### config.mk
export PLATFORM = sky130hd
export DESIGN_NAME = fft_in_pairer
export DESIGN_NICKNAME = d
export VERILOG_FILES = /design/src/rtl/fft_pkg.sv /design/src/rtl/fft_pairer_buf.sv /design/src/rtl/fft_in_pairer.sv
export SDC_FILE = /design/constraint.sdc
export NUM_CORES = 1
export LEC_CHECK = 0
export BUFFER_PORTS_ARGS = -buffer_cell sky130_fd_sc_hd__buf_2
export CAP_MARGIN = 15
export CORE_MARGIN = 2
export CORE_UTILIZATION = 54
export DETAILED_ROUTE_END_ITERATION = 16
export PLACE_DENSITY = 0.81
export SETUP_SLACK_MARGIN = 0.02
export SYNTH_ARGS = -nofsm -noshare
export SYNTH_HDL_FRONTEND = slang
export SYNTH_SLANG_ARGS = --single-unit
### constraint.sdc
create_clock -name clk -period 2.25 [get_ports clk]
set_input_delay 0.1125 -clock clk [delete_from_list [all_inputs] [get_ports clk]]
set_output_delay 0.1125 -clock clk [all_outputs]
set_load 0.01 [all_outputs]
### src/rtl/fft_pkg.sv
// fft_pkg: shared definitions for the FFT input pairing stage.
//   FFT_N / FFT_IN_W : default frame length and sample width
//   fft_half()       : HALF = N/2, number of buffered samples per frame
//   fft_addr_w()     : ADDR_W = clog2(HALF), pair index / buffer address width
//   state_t          : pairing FSM states
package fft_pkg;

  localparam int FFT_N    = 32;
  localparam int FFT_IN_W = 8;

  function automatic int fft_half(input int n);
    return n / 32'sd2;
  endfunction

  function automatic int fft_addr_w(input int n);
    return $clog2(n / 32'sd2);
  endfunction

  typedef enum logic [1:0] {
    IDLE = 2'd0,
    FILL = 2'd1,
    PAIR = 2'd2
  } state_t;

endpackage

### src/rtl/fft_pairer_buf.sv
// fft_pairer_buf: first-half sample store for the pairing stage.
//   DEPTH x IN_W register file, one synchronous write port, one
//   combinational read port. Contents are intentionally not reset.
// Ports:
//   clk   - clock
//   we    - write enable
//   waddr - write address
//   wdata - write data
//   raddr - read address
//   rdata - read data (combinational)
module fft_pairer_buf
  import fft_pkg::*;
#(
  parameter int IN_W   = FFT_IN_W,
  parameter int DEPTH  = fft_half(FFT_N),
  parameter int ADDR_W = fft_addr_w(FFT_N)
) (
  input  logic              clk,
  input  logic              we,
  input  logic [ADDR_W-1:0] waddr,
  input  logic [IN_W-1:0]   wdata,
  input  logic [ADDR_W-1:0] raddr,
  output logic [IN_W-1:0]   rdata
);

  logic [IN_W-1:0] mem_r [DEPTH];

  // Sample write port
  always_ff @(posedge clk) begin
    if (we) begin
      mem_r[waddr] <= wdata;
    end
  end

  assign rdata = mem_r[raddr];

endmodule

### src/rtl/fft_in_pairer.sv
// fft_in_pairer: reorders a natural-order real frame into butterfly pairs
// (x[k], x[k+N/2]) for the first radix-2 stage.
// Configuration macro: FFT_PAIRER_SOP_RESYNC_EN -- when defined, an
//   accepted sop outside IDLE restarts the frame and sets sticky err_sop.
// Ports:
//   clk, rst            - clock, async active-high reset
//   in_vld/in_rdy       - input handshake; in_sop marks frame start
//   in_r                - signed input sample
//   out_vld/out_rdy     - output pair handshake
//   out_r_0_16          - x[k]       (first-half operand)
//   out_r_16_32         - x[k+HALF]  (second-half operand)
//   out_idx, out_last   - pair index k, high when k = HALF-1
//   err_sop             - sticky sop protocol error
module fft_in_pairer
  import fft_pkg::*;
#(
  parameter int  IN_W   = FFT_IN_W,
  parameter int  N      = FFT_N,
  localparam int HALF   = fft_half(N),
  localparam int ADDR_W = fft_addr_w(N)
) (
  input  logic                   clk,
  input  logic                   rst,
  input  logic                   in_vld,
  output logic                   in_rdy,
  input  logic                   in_sop,
  input  logic signed [IN_W-1:0] in_r,
  output logic                   out_vld,
  input  logic                   out_rdy,
  output logic signed [IN_W-1:0] out_r_0_16,
  output logic signed [IN_W-1:0] out_r_16_32,
  output logic [ADDR_W-1:0]      out_idx,
  output logic                   out_last,
  output logic                   err_sop
);

  localparam logic [ADDR_W-1:0] LAST_IDX = ADDR_W'(HALF - 1);
  localparam logic [ADDR_W-1:0] IDX_ONE  = ADDR_W'(1);
  localparam logic [ADDR_W-1:0] IDX_ZERO = ADDR_W'(0);

  state_t            state_r, state_s;
  logic [ADDR_W-1:0] cnt_r, cnt_s;
  logic              in_rdy_s, acc_s, abort_s;
  logic              we_s, load_s;
  logic [ADDR_W-1:0] waddr_s;
  logic [IN_W-1:0]   rd_data_s;

  logic                   out_vld_r, out_last_r;
  logic signed [IN_W-1:0] out_a_r, out_b_r;
  logic [ADDR_W-1:0]      out_idx_r;

  fft_pairer_buf #(
    .IN_W   (IN_W),
    .DEPTH  (HALF),
    .ADDR_W (ADDR_W)
  ) u_buf (
    .clk   (clk),
    .we    (we_s),
    .waddr (waddr_s),
    .wdata (in_r),
    .raddr (cnt_r),
    .rdata (rd_data_s)
  );

  assign acc_s = in_vld && in_rdy_s;

`ifdef FFT_PAIRER_SOP_RESYNC_EN
  assign abort_s = acc_s && in_sop && (state_r != IDLE);
`else
  assign abort_s = 1'b0;
`endif

  // FSM state and frame counter register
  always_ff @(posedge clk or posedge rst) begin
    if (rst) begin
      state_r <= IDLE;
      cnt_r   <= IDX_ZERO;
    end else begin
      state_r <= state_s;
      cnt_r   <= cnt_s;
    end
  end

  // Next-state, counter and buffer-write decode
  always_comb begin
    state_s = state_r;
    cnt_s   = cnt_r;
    we_s    = 1'b0;
    waddr_s = cnt_r;
    load_s  = 1'b0;
    if (abort_s) begin
      // Restarted frame: this beat becomes x[0] of the new frame
      state_s = FILL;
      cnt_s   = IDX_ONE;
      we_s    = 1'b1;
      waddr_s = IDX_ZERO;
    end else begin
      case (state_r)
        IDLE: begin
          if (acc_s && in_sop) begin
            state_s = FILL;
            cnt_s   = IDX_ONE;
            we_s    = 1'b1;
            waddr_s = IDX_ZERO;
          end else begin
            state_s = IDLE;
          end
        end
        FILL: begin
          if (acc_s) begin
            we_s = 1'b1;
            if (cnt_r == LAST_IDX) begin
              state_s = PAIR;
              cnt_s   = IDX_ZERO;
            end else begin
              cnt_s = cnt_r + IDX_ONE;
            end
          end else begin
            state_s = FILL;
          end
        end
        PAIR: begin
          if (acc_s) begin
            load_s = 1'b1;
            if (cnt_r == LAST_IDX) begin
              state_s = IDLE;
              cnt_s   = IDX_ZERO;
            end else begin
              cnt_s = cnt_r + IDX_ONE;
            end
          end else begin
            state_s = PAIR;
          end
        end
        default: begin
          state_s = IDLE;
          cnt_s   = IDX_ZERO;
        end
      endcase
    end
  end

  // Input ready: in PAIR a beat is only taken when the output slot frees up
  always_comb begin
    in_rdy_s = 1'b0;
    if (rst) begin
      in_rdy_s = 1'b0;
    end else begin
      case (state_r)
        IDLE:    in_rdy_s = 1'b1;
        FILL:    in_rdy_s = 1'b1;
        PAIR:    in_rdy_s = !out_vld_r || out_rdy;
        default: in_rdy_s = 1'b0;
      endcase
    end
  end

  // Single-entry output pair register; data holds while stalled or idle
  always_ff @(posedge clk or posedge rst) begin
    if (rst) begin
      out_vld_r  <= 1'b0;
      out_a_r    <= '0;
      out_b_r    <= '0;
      out_idx_r  <= IDX_ZERO;
      out_last_r <= 1'b0;
    end else if (load_s) begin
      out_vld_r  <= 1'b1;
      out_a_r    <= rd_data_s;
      out_b_r    <= in_r;
      out_idx_r  <= cnt_r;
      out_last_r <= (cnt_r == LAST_IDX);
    end else if (out_rdy) begin
      out_vld_r <= 1'b0;
    end
  end

`ifdef FFT_PAIRER_SOP_RESYNC_EN
  logic err_r;

  // Sticky flag for a sop seen mid-frame
  always_ff @(posedge clk or posedge rst) begin
    if (rst) begin
      err_r <= 1'b0;
    end else if (abort_s) begin
      err_r <= 1'b1;
    end
  end

  assign err_sop = err_r;
`else
  assign err_sop = 1'b0;
`endif

  assign in_rdy      = in_rdy_s;
  assign out_vld     = out_vld_r;
  assign out_r_0_16  = out_a_r;
  assign out_r_16_32 = out_b_r;
  assign out_idx     = out_idx_r;
  assign out_last    = out_last_r;

endmodule

== Yosys cells after proc, flatten, opt, wreduce, memory -nomap -nowiden ==
Memory sizes are Yosys's and may differ from the RTL's. A register that Yosys moved wholly into a read port is not among the register bits.
Cells that the tools add are included.

* Register bits after elaboration: 20
* Memories: 1
* Input bits: 13
* Bits in writable memories: 128
* ROM bits: 0
* Logic and storage cells: 47
* Bits in latches: 0

* Magnitude comparators: 0
* Multiplexer cells: 22
* Shifts and indexed selects: 0
* $add $sub $neg: 1
* Divide/modulo/power cells: 0
* Eq/ne operators: 7
* Bitwise logic cells: 0
* $mul: 0
* Reduce and logical (&&, ||, !) cells: 10

{| class="wikitable"
|+ Memory list
! memory !! depth !! width !! read ports !! clocked after memory_dff !! wr ports !! RTL line !! RTL
|-
| u_buf.mem_r || 16 || 8 || 1 || 1 || 1 || fft_pairer_buf.sv:26 || <nowiki>logic [IN_W-1:0] mem_r [DEPTH];</nowiki>
|}

{| class="wikitable"
|+ Operators by type and width
! kind !! number
|-
| 4-bit two-way mux || 5
|-
| 1-bit two-way mux || 9
|-
| 2-bit two-way mux || 4
|-
| 4-bit case mux with 2 select lines || 1
|-
| 3-bit != test, second input constant || 2
|-
| 2-bit case mux with 3 select lines || 1
|-
| 4-bit by 1-bit adder with 4-bit output, second input constant || 1
|-
| 4-bit equality test, second input constant || 1
|-
| 1-bit case mux with 2 select lines || 2
|-
| 2-bit AND reduction || 2
|-
| 2-bit OR reduction || 2
|-
| 2-bit by 1-bit equality test with 1-bit output, second input constant || 1
|-
| 2-bit equality test, second input constant || 1
|-
| 1-bit logical AND || 2
|-
| 2-bit zero test || 1
|-
| 2-bit by 1-bit != test with 1-bit output, second input constant || 1
|-
| 2-bit != test, second input constant || 1
|-
| 2-bit nonzero test || 1
|-
| 1-bit zero test || 1
|-
| 1-bit logical OR || 1
|}

== Depth between registers and ports, before layout ==
Gate-level depths: netlist of the first run.

* Word-level depth: 10
* Depth in mapped cells: 7
* Depth with buffers taken out: 6

== Modules after synthesis ==
From an unflattened synthesis of the first run, not the netlist that was laid out.

* Cells, all modules: 331
* Area, all modules: 6,419.9 µm²

{| class="wikitable"
|+ By module, submodules not included
! module !! seq. area each (µm²) !! times used !! area an instance (µm²) !! cells each
|-
| fft_pairer_buf || 3,843.7 || 1 || 4,987.3 || 221
|-
| fft_in_pairer || 700.7 || 1 || 1,432.6 || 110
|}

== Least setup slack after synthesis of the first run ==
No wires, ideal clock.

* Path type: flip-flop to flip-flop
* Start: reg state_r[0]
* End: mem u_buf.mem_r[8][0] (netlist name) (enable)
* Cell stages (with the launch flop): 6
* Arrival: 1,828 ps
* Required time: 1,875 ps
* Path buffers: 0
* Path slack: 46 ps
* Library setup time: 375 ps
* Cells stage by stage: dfrtp_1 ha_1 nor3b_4 and3_1 nand3b_1 a21oi_1

* Word-level cells in the longest chain between the ends: 10
* Elaborated cells on any way between the ends: 15
* Those cells by class: 2 x eq/ne; 9 x mux; 4 x reduce/logical

{| class="wikitable"
|+ Ends and longest elaborated chain
! item !! RTL line !! RTL
|-
| from (decl) || fft_in_pairer.sv:41 || <nowiki>state_t state_r, state_s;</nowiki>
|-
| from (signal assigned) || fft_in_pairer.sv:79 || <nowiki>state_r <= state_s;</nowiki>
|-
| 2-bit by 1-bit equality test with 1-bit output / 2-bit zero test (equally long branches) || fft_in_pairer.sv:98, fft_in_pairer.sv:149 ||
|-
| 2-bit OR reduction (no line) || -- ||
|-
| 1-bit case mux with 2 select lines || fft_in_pairer.sv:149 || <nowiki>case (state_r)</nowiki>
|-
| 1-bit two-way mux || fft_in_pairer.sv:146 || <nowiki>if (rst) begin</nowiki>
|-
| 1-bit logical AND || fft_in_pairer.sv:65 || <nowiki>assign acc_s = in_vld && in_rdy_s;</nowiki>
|-
| 1-bit logical AND || fft_in_pairer.sv:100 || <nowiki>if (acc_s && in_sop) begin</nowiki>
|-
| 1-bit two-way mux || fft_in_pairer.sv:100 ||
|-
| 1-bit case mux with 2 select lines || fft_in_pairer.sv:98 || <nowiki>case (state_r)</nowiki>
|-
| 1-bit two-way mux || fft_pairer_buf.sv:30 || <nowiki>if (we) begin</nowiki>
|-
| 1-bit two-way mux (implied by the code) || fft_pairer_buf.sv:31 || <nowiki>mem_r[waddr] <= wdata;</nowiki>
|-
| to (decl) || fft_pairer_buf.sv:26 ||
|}

Several ways; a longest one is shown, not always the timed one.

== Worst setup path after layout of the first run ==
* Start: reg state_r[0]
* End: mem u_buf.mem_r[5][0] (netlist name) (enable)

Same word-level chain as after synthesis.

==> flow_summary.json, run 1 <==
{
  "status": "complete, no violations",
  "setup-tns-final_ns": 0,
  "grt_pass1_vias": 3465,
  "portBuffers": 35,
  "crit_path_end_kind": "flop",
  "firstDrtPassIters": 5,
  "wl_per_cell_microns": 23.43,
  "pwr-share-comb_pct": 19.5,
  "grt_first_pass_wirelength_mm": 20.07,
  "viasPerCell": 6.079,
  "htreeDepth": 4,
  "start_util_pct": 55.24,
  "swShare_pct": 25.79,
  "fill_cells": 728,
  "io_pins": 37,
  "overflow": 0,
  "pwr-share-seq_pct": 42.8,
  "ys_ff_latch": 156,
  "die_h_microns": 111.9,
  "drcViolationCount": 0,
  "synth_top_area_share_pct": 61.20,
  "ys.warnings.count": 0,
  "final_nets": 418,
  "synth_area_leaders": "edfxtp_1, mux4_2, dfrtp_1",
  "syn-num-nets": 354,
  "period_minus_slack_ns": 2.155,
  "grt_max_degree": 43,
  "ff2ff_setup_slack_ns": 0.09,
  "syn_area_sq_um": 6281,
  "fin_crit_sh_pct": 95.80,
  "cts_tree": "built",
  "cts_sinks": 156,
  "p_clk_share_pct": 37.7,
  "num_antenna_cells": 0,
  "core-area_sq_um": 11370,
  "fin_util_pct": 65.13,
  "synth.most_common_cell": "edfxtp_1",
  "antenna_found_initial": 0,
  "drtIter0Drc": 487,
  "avgSynthCellArea_sq_um": 18.75,
  "drt_wl_total_mm": 13.01,
  "yosysUniqueCellTypes": 38,
  "hold_class": "input port to flop",
  "post_cts.repair.setup_buffers": 0,
  "setup_viol_count_final": 0,
  "worstPathCellList": "ha_1 > nor3b_4 > and3_1 > nand3b_1 > nor2_1 > buf_4",
  "crit-reg2reg-capture": "u_buf.mem_r[5][0]$_DFFE_PP_",
  "power.switching_w": 0.001960,
  "clk_pin_slew_ns": 0.06,
  "power.density_nw_per_um2": 1026,
  "ys_top_cells_by_count": "edfxtp_1, mux4_2, dfrtp_1",
  "clock_latency_ns": 0.42,
  "max_stage_delay_ns": 0.43,
  "peakVddDrop_mv": 0.8662,
  "hold_path_depth": 4,
  "path_max_fanout": 8,
  "drive_gt1_share_pct": 35.19,
  "synth_ff_type": "edfxtp_1",
  "path_class": "flop to flop",
  "syn-instance-count": 335,
  "hp-start": "in_sop",
  "power.internal_w": 0.005639,
  "start_kind": "flop",
  "arrival_ns": 2.27,
  "routabilityCongestion": 0.9246,
  "cpMaxStageDelayCell": "dfrtp_1",
  "num_rows": 39,
  "die_w_microns": 111.9,
  "max_freq_ghz": 0.4639,
  "async_reset_ff_share_pct": 17.95,
  "slew_violations": 0,
  "dr_total_vias": 3374,
  "hold_viol_final": 0,
  "synth_area_leader_cell": "edfxtp_1",
  "route.antenna.remaining_nets": 0,
  "cellLeakagePower_nw": 2.688,
  "cts_buffers": 17,
  "clock_skew_ns": 0.009432,
  "r2r-start": "state_r[0]$_DFFE_PP0P_",
  "hpwlAfterDp_mm": 8.010,
  "root_buffer": "clkbuf_16",
  "max_cap_viol_count": 0,
  "cts_max_path_buffers": 2,
  "synthToLayoutAreaGrowth_pct": 17.89,
  "holdPathEnd": "cnt_r[3]$_DFFE_PP0P_",
  "ys_seq_area_share_pct": 72.35,
  "required_ns": 2.37,
  "dieArea_sq_um": 12510,
  "synth_enable_flop_cells": 128,
  "globalRouteTotalUtil_pct": 22.29,
  "rsz0062_at_grt": "true",
  "rr_worst_depth": 6
}
## routing by layer
layer	routed length, microns	vias to the layer above	GRT usage, %
li1	-	1459	-
met1	5366	1681	30.96
met2	6274	202	33.78
met3	960	32	6.424
met4	405	0	9.136
met5	0	-	0
## area by class of cell
cell class | count | area, sq um | share of cell area (%)
clock buffers | 20 | 436.7 | 5.897
clock inverters | 12 | 163.9 | 2.214
inverters | 5 | 18.77 | 0.2535
multi-input cells | 157 | 1642 | 22.17
flip-flops and latches | 156 | 4544 | 61.37
well taps | 143 | 178.9 | 2.416
repair buffers | 62 | 420.4 | 5.678
## critical path, delay by kind of cell (launching register included)
family                   cells  cell delay [ns]
AND/OR/NAND/NOR              4             0.92
flip-flops                   1             0.43
adder cells (fa/ha/maj)      1             0.29
buffers and inverters        1             0.21
## cell usage in the layout, fill, tap and decap left out, types with 2 or more instances in the layout
| cell type | Yosys | layout |
|---|---|---|
| edfxtp_1 | 128 | 128 |
| buf_2 | 9 | 35 |
| mux4_2 | 32 | 32 |
| dfrtp_1 | 28 | 28 |
| nand2_1 | 26 | 26 |
| buf_4 | 3 | 22 |
| mux2i_1 | 17 | 17 |
| nor2_1 | 19 | 17 |
| clkbuf_16 | 0 | 17 |
| mux2_2 | 12 | 12 |
| o221ai_1 | 7 | 7 |
| nand3_1 | 6 | 6 |
| ha_1 | 6 | 6 |
| inv_1 | 5 | 5 |
| o21ai_0 | 4 | 4 |
| clkinvlp_4 | 0 | 4 |
| inv_6 | 0 | 3 |
| bufinv_16 | 0 | 3 |
| clkbuf_1 | 5 | 3 |
| buf_12 | 0 | 3 |
| nand3b_1 | 2 | 2 |
| nor2_2 | 0 | 2 |
| nand2b_1 | 2 | 2 |
| nor3b_1 | 2 | 2 |
| a31o_2 | 2 | 2 |
| clkinv_4 | 0 | 2 |
| dlygate4sd3_1 | 0 | 2 |
## timing repair
action / 4_1_cts / 5_1_grt
endpoints found under the hold margin: 12 / 0
endpoints found under the setup margin: 0 / 17
hold buffers: 2 / 0
gates resized for setup: 0 / 4
## power by group through the flow
stage | Combinational (W) | Sequential [W] | Clock (W)
5_1_grt | 0.00159 | 0.00326 | 0.00303
6_report | 0.00148 | 0.00325 | 0.00286
3_5_place_dp | 0.00147 | 0.00331 | 0
3_3_place_gp | 0.00144 | 0.00331 | 0
2_1_floorplan | 0.00106 | 0.00329 | 0
4_1_cts | 0.00148 | 0.00325 | 0.00291
## kinds of logic after synthesis
kind of cell / synth area share [%]
adder cells (fa/ha/maj): 1.195
other: 0.05970
flip-flops: 72.35
AO/OA/AOI/OAI: 3.227
multiplexers: 16.33
buffers and inverters: 1.673
AND/OR/NAND/NOR: 5.159
## how the worst max path moves through the flow
| stage | from | end | slack [ns] | depth (start not counted) |
|---|---|---|---|---|
| after global placement | state_r[0]$_DFFE_PP0P_ | cnt_r[0]$_DFFE_PP0P_ | 0.25 | 6 |
| after floorplan | state_r[0]$_DFFE_PP0P_ | u_buf.mem_r[8][0]$_DFFE_PP_ | 0.05 | 5 |
| after detailed placement | state_r[1]$_DFFE_PP0P_ | cnt_r[0]$_DFFE_PP0P_ | 0.16 | 6 |
| after CTS | state_r[0]$_DFFE_PP0P_ | u_buf.mem_r[6][7]$_DFFE_PP_ | 0.14 | 6 |
| after global routing | state_r[1]$_DFFE_PP0P_ | u_buf.mem_r[7][5]$_DFFE_PP_ | -0.001 | 7 |
| final | state_r[0]$_DFFE_PP0P_ | u_buf.mem_r[5][0]$_DFFE_PP_ | 0.09 | 6 |
## flip-flops by register name (all words and copies together), names as in the netlist
name and cells:
out_idx 4, out_vld 1, state_r 2, out_r_16_32 8, u_buf.mem_r 128, cnt_r 4, out_r_0_16 8, out_last 1
## per-stage QoR
stage	setup slack (ns)	power (W)	hold WS (ns)	cell area [sq um]	std cells
3_3_place_gp	0.2459	0.004746	0.1904	6774	521
5_1_grt	-0.001421	0.007879	0.07334	7405	555
4_1_cts	0.1403	0.007647	0.05969	7395	555
3_5_place_dp	0.1605	0.004776	0.2234	6774	521
2_1_floorplan	0.04640	0.004354	0.1779	6281	335
6_report	0.09450	0.007599	0.09922	7405	555
No activity file was read; power rests on OpenSTA's default activity.
==> run 2, diff against run 1 <==
- PLACE_DENSITY: 0.81 -> 0.8
==> run 2 against run 1 <==
Effect of this change:
- sequential share of layout area down 0.17 points
- design area increased by 0.27%
- die area unchanged
- final cell count unchanged
- largest power group unchanged
==> flow_summary.json, run 2 (synthesized netlist as in run 1, its figures left out) <==
{
  "start_util_pct": 55.24,
  "grt_max_degree": 43,
  "regMostFlops": "u_buf.mem_r",
  "htreeDepth": 4,
  "path_class": "flop to flop",
  "rsz0062_at_grt": "false",
  "path_buf_inv": 1,
  "cpLargestDelayFamily": "simple AND/OR/NAND/NOR gates",
  "viasPerCell": 6.067,
  "dr_total_vias": 3367,
  "root_buffer": "clkbuf_16",
  "dpl_worst_slack_ns": 0.1861,
  "path_max_fanout": 8,
  "max_cap_viol_count": 0,
  "die_w_microns": 111.9,
  "fill_cells": 746,
  "firstDrtPassIters": 6,
  "drcViolationCount": 0,
  "cpMaxStageDelayCell": "dfrtp_1",
  "route.antenna.remaining_nets": 0,
  "period_minus_slack_ns": 2.124,
  "wl_per_cell_microns": 23.45,
  "max_freq_ghz": 0.4708,
  "dieArea_sq_um": 12510,
  "arrival_ns": 2.40,
  "power.density_nw_per_um2": 1027,
  "total_power_w": 0.007627,
  "worstPathCellList": "ha_1 > nor3b_4 > buf_4 > o311ai_4 > or2_1 > o221ai_1",
  "die_h_microns": 111.9,
  "status": "complete, no violations",
  "power.switching_w": 0.001946,
  "pwr-share-seq_pct": 42.7,
  "hold_class": "input port to flop",
  "routabilityCongestion": 0.8460,
  "drt_wl_total_mm": 13.01,
  "core-area_sq_um": 11370,
  "num_rows": 39,
  "clock_latency_ns": 0.42,
  "final_common_cell": "edfxtp_1",
  "pwr-share-comb_pct": 19.4,
  "cts_sinks": 156,
  "drive_gt1_share_pct": 35.44,
  "register_area_sq_um": 4544,
  "cts_buffers": 17,
  "post_cts.repair.setup_buffers": 0,
  "io_pins": 37,
  "synthToLayoutAreaGrowth_pct": 18.21,
  "globalRouteTotalUtil_pct": 22.66,
  "cts_tree": "built",
  "fin_ws_ns": 0.1258,
  "cts_max_path_buffers": 2,
  "p_clk_share_pct": 37.9,
  "hold_viol_final": 0,
  "clk_pin_slew_ns": 0.06,
  "portBuffers": 35,
  "crit_path_end_kind": "flop",
  "max_stage_delay_ns": 0.43,
  "slew_violations": 0,
  "overflow": 0,
  "setup-tns-final_ns": 0,
  "hpwlAfterDp_mm": 8.140,
  "power.internal_w": 0.005681,
  "antenna_found_initial": 0,
  "fin_crit_sh_pct": 94.41,
  "grt_first_pass_wirelength_mm": 20.38,
  "multiInputGateArea_sq_um": 1639,
  "layout_common_cells": "edfxtp_1, buf_2, mux4_2",
  "setup_viol_count_final": 0,
  "clock_skew_ns": 0.008975,
  "drtIter0Drc": 332,
  "swShare_pct": 25.52,
  "peakVddDrop_mv": 1.176,
  "start_kind": "flop",
  "num_antenna_cells": 0,
  "cellLeakagePower_nw": 2.726,
  "required_ns": 2.53,
  "grt_pass1_vias": 3511,
  "largest_reg_flops": 128,
  "final_nets": 418
}
run 2: cell types whose count changed in the layout (fill, tap and decap cells not counted):
cell	change
clkbuf_16	+5
clkinv_4	-1
inv_4	+2
nor2_2	-1
clkinvlp_4	-4
nor2_1	+1
bufinv_16	-3
inv_6	-3
clkinv_2	+4
clkbuf_8	+2
clkbuf_1	-2
run 2: timing repair:
item	CTS	global route
hold endpoints to repair	8	0
hold buffers	2	0
gates resized for setup	0	3
endpoints found under the setup margin	0	2
run 2: through the flow:
stage	hold WS, ns	instance area, sq um	utilization (%)	instances
after detailed placement	0.1097	6774	59.58	521
after CTS	0.06630	7417	65.24	555
final	0.08576	7425	65.30	555
after floorplan	0.1779	6281	-	335
after global routing	0.09074	7425	65.30	555
after global placement	0.1017	6774	59.58	521
run 2: metal layers:
metal  global-route usage, %  part of all wire (%)  up-vias
met5                       0                     0        -
met4                   11.60                   3.8        0
met3                   5.607                   6.3       35
met2                   36.24                    50      150
met1                   29.22                    40     1725
li1                        -                     -     1457
run 2: final timing paths:
| kind | start | endpoint | slack (ns) | cells after the start |
|---|---|---|---|---|
| max | state_r[0]$_DFFE_PP0P_ | out_r_0_16[0]$_DFFE_PP0P_ | 0.13 | 6 |
| min | in_sop | cnt_r[3]$_DFFE_PP0P_ | 0.09 | 4 |
| max reg2reg | state_r[0]$_DFFE_PP0P_ | out_r_0_16[0]$_DFFE_PP0P_ | 0.13 | 6 |
| min reg2reg | out_idx[3]$_DFFE_PP0P_ | out_idx[3]$_DFFE_PP0P_ | 0.48 | 2 |
| max in group asynchronous | rst | out_r_16_32[2]$_DFFE_PP0P_ | 1.42 | 4 |
| min in group asynchronous | rst | out_vld$_DFFE_PP0P_ | 0.23 | 3 |
run 2: cell type report:
type	instances	share of cell area, %
repair buffers	62	5.662
flip-flops and latches	156	61.21
clock inverters	7	0.5561
clock buffers	25	7.836
well taps	143	2.410
multi-input cells	157	22.08
inverters	5	0.2528
run 2: worst min-delay path, stage by stage:
cell and delay (ns):
buf_2 0.11, nand2_1 0.07, nand3_1 0.08, nand3_1 0.08
run 2: power groups by stage:
| stage | combinational (W) | sequential [W] | clock [W] |
|---|---|---|---|
| finish | 0.00148 | 0.00326 | 0.00289 |
| global route | 0.00158 | 0.00326 | 0.00305 |
| CTS | 0.00148 | 0.00325 | 0.00292 |
| detailed placement | 0.00146 | 0.00331 | 0 |
| global placement | 0.00144 | 0.00331 | 0 |
| floorplan | 0.00106 | 0.00329 | 0 |
==> run 3, diff against run 2 <==
- CORE_ASPECT_RATIO: unset -> 2
- CORE_UTILIZATION: 54 -> 65
- PLACE_DENSITY: 0.8 -> 0.89
- clock period: 2.25 -> 2.6 ns (I/O delays scaled with it)
==> run 3 against run 2 <==
Effect of this change:
- fmax is 9.4% lower
- via count rose by 2.8%
- global-route usage grew 5.8 points
- sequential cell count stayed put
- combinational power fell by 12%
- worst setup slack better by 0.13 ns
- register-to-register slack better by 0.13 ns
- critical path type unchanged
- largest cell class unchanged
==> flow_summary.json, run 3 (synthesized netlist as in run 1, its figures left out) <==
{
  "status": "complete, no violations",
  "max_cap_viol_count": 0,
  "clock_latency_ns": 0.42,
  "antenna_found_initial": 0,
  "rsz0062_at_grt": "false",
  "htreeDepth": 4,
  "hold_viol_final": 0,
  "peakVddDrop_mv": 0.6171,
  "core-area_sq_um": 9384,
  "globalRouteTotalUtil_pct": 28.43,
  "hold_path_depth": 3,
  "grt_first_pass_wirelength_mm": 20.49,
  "required_ns": 2.85,
  "fill_cells": 474,
  "fin_util_pct": 77.80,
  "crit_path_end_kind": "flop",
  "dr_total_vias": 3460,
  "arrival_ns": 2.60,
  "layout_common_cells": "edfxtp_1, buf_2, mux4_2",
  "register_area_sq_um": 4544,
  "start_kind": "flop",
  "period_minus_slack_ns": 2.345,
  "io_pins": 37,
  "final_common_cell": "edfxtp_1",
  "regMostFlops": "u_buf.mem_r",
  "hpwlAfterDp_mm": 8.679,
  "path_max_fanout": 12,
  "wl_per_cell_microns": 27.02,
  "clk_pin_slew_ns": 0.06,
  "fin_crit_sh_pct": 90.20,
  "postCtsResizedCells": 0,
  "die_w_microns": 73.51,
  "drcViolationCount": 0,
  "path_class": "flop to flop",
  "largest_reg_flops": 128,
  "cts_max_path_buffers": 2,
  "drt_wl_total_mm": 13.86,
  "cts_tree": "built",
  "final_nets": 415,
  "drtIter0Drc": 327,
  "hold_class": "input port to flop",
  "multiInputGateArea_sq_um": 1632,
  "grt_pass1_vias": 3653,
  "rr_worst_depth": 5,
  "clock_skew_ns": 0.01167,
  "start_util_pct": 66.93,
  "power.density_nw_per_um2": 888.9,
  "setup-tns-final_ns": 0,
  "root_buffer": "clkbuf_16",
  "whs_ns": 0.01172,
  "slew_violations": 0,
  "synthToLayoutAreaGrowth_pct": 16.24,
  "viasPerCell": 6.745,
  "portBuffers": 35,
  "drive_gt1_share_pct": 34.96,
  "overflow": 0,
  "firstDrtPassIters": 5,
  "max_freq_ghz": 0.4264,
  "worst_pin_slew_ns": 0.6914,
  "setup_viol_count_final": 0,
  "relSlewSlack_pct": 53.91,
  "num_antenna_cells": 0,
  "grt_max_degree": 43,
  "cellLeakagePower_nw": 2.692,
  "cts_sinks": 156,
  "cts_buffers": 17,
  "dieArea_sq_um": 10510,
  "routabilityCongestion": 0.8788,
  "die_h_microns": 143.0,
  "route.antenna.remaining_nets": 0,
  "num_rows": 50
}
[run 3: cell count changes in the layout (fill, tap and decap cells not counted), sizes merged]
cell,delta
clkinv,-4
clkbuf,-5
inv,+9
buf,-2
dlygate4sd3,-1
[run 3: critical path: stages (launching register included)]
cell and delay (ns):
dfrtp_1 0.43, inv_1 0.10, ha_1 0.32, o311ai_4 0.50, or2_0 0.61, o221ai_1 0.22
[run 3: metal layers]
metal / global-route usage (%) / share of wire [%] / vias to the layer above
li1: - / - / 1456
met5: 0 / 0 / -
met3: 6.845 / 6.9 / 36
met4: 14.07 / 4.2 / 0
met1: 30.49 / 33 / 1780
met2: 50.52 / 56 / 188
[run 3: area by class of cell]
class,instances,share of cell area (%)
Sequential cell,156,62.25
Multi-Input combinational cell,157,22.35
Clock buffer,20,6.701
Timing Repair Buffer,59,5.416
Tap cell,104,1.782
Clock inverter,12,1.251
Inverter,5,0.2571
[run 3: final timing paths]
path | start | end | slack [ns]
worst max-delay path | state_r[0]$_DFFE_PP0P_ | out_r_0_16[2]$_DFFE_PP0P_ | 0.25
worst min-delay path | out_rdy | out_vld$_DFFE_PP0P_ | 0.01
worst max register to register | state_r[0]$_DFFE_PP0P_ | out_r_0_16[2]$_DFFE_PP0P_ | 0.25
worst min register to register | out_idx[0]$_DFFE_PP0P_ | out_idx[0]$_DFFE_PP0P_ | 0.50
max in group asynchronous | rst | out_r_16_32[3]$_DFFE_PP0P_ | 1.74
min in group asynchronous | rst | out_r_0_16[0]$_DFFE_PP0P_ | 0.24
[run 3: power breakdown]
group | internal [W] | total [W] | switching (W)
combinational | 0.000597 | 0.00130 | 0.000699
clock | 0.00138 | 0.00238 | 0.000996
sequential | 0.00276 | 0.00282 | 0.0000505
[run 3: per-stage QoR]
step | std cells | power, W | setup slack [ns] | area (sq um)
floorplan | 335 | 0.003768 | 0.3964 | 6281
global placement | 480 | 0.004102 | 0.4817 | 6710
detailed placement | 480 | 0.004139 | 0.3602 | 6710
CTS | 513 | 0.006521 | 0.3072 | 7301
global route | 513 | 0.006707 | 0.1234 | 7301
finish | 513 | 0.006490 | 0.2547 | 7301
[run 3: repair_timing]
action	4_1_cts	5_1_grt
endpoints found under the hold margin	7	0
buffers inserted	0	0
hold buffers	1	0
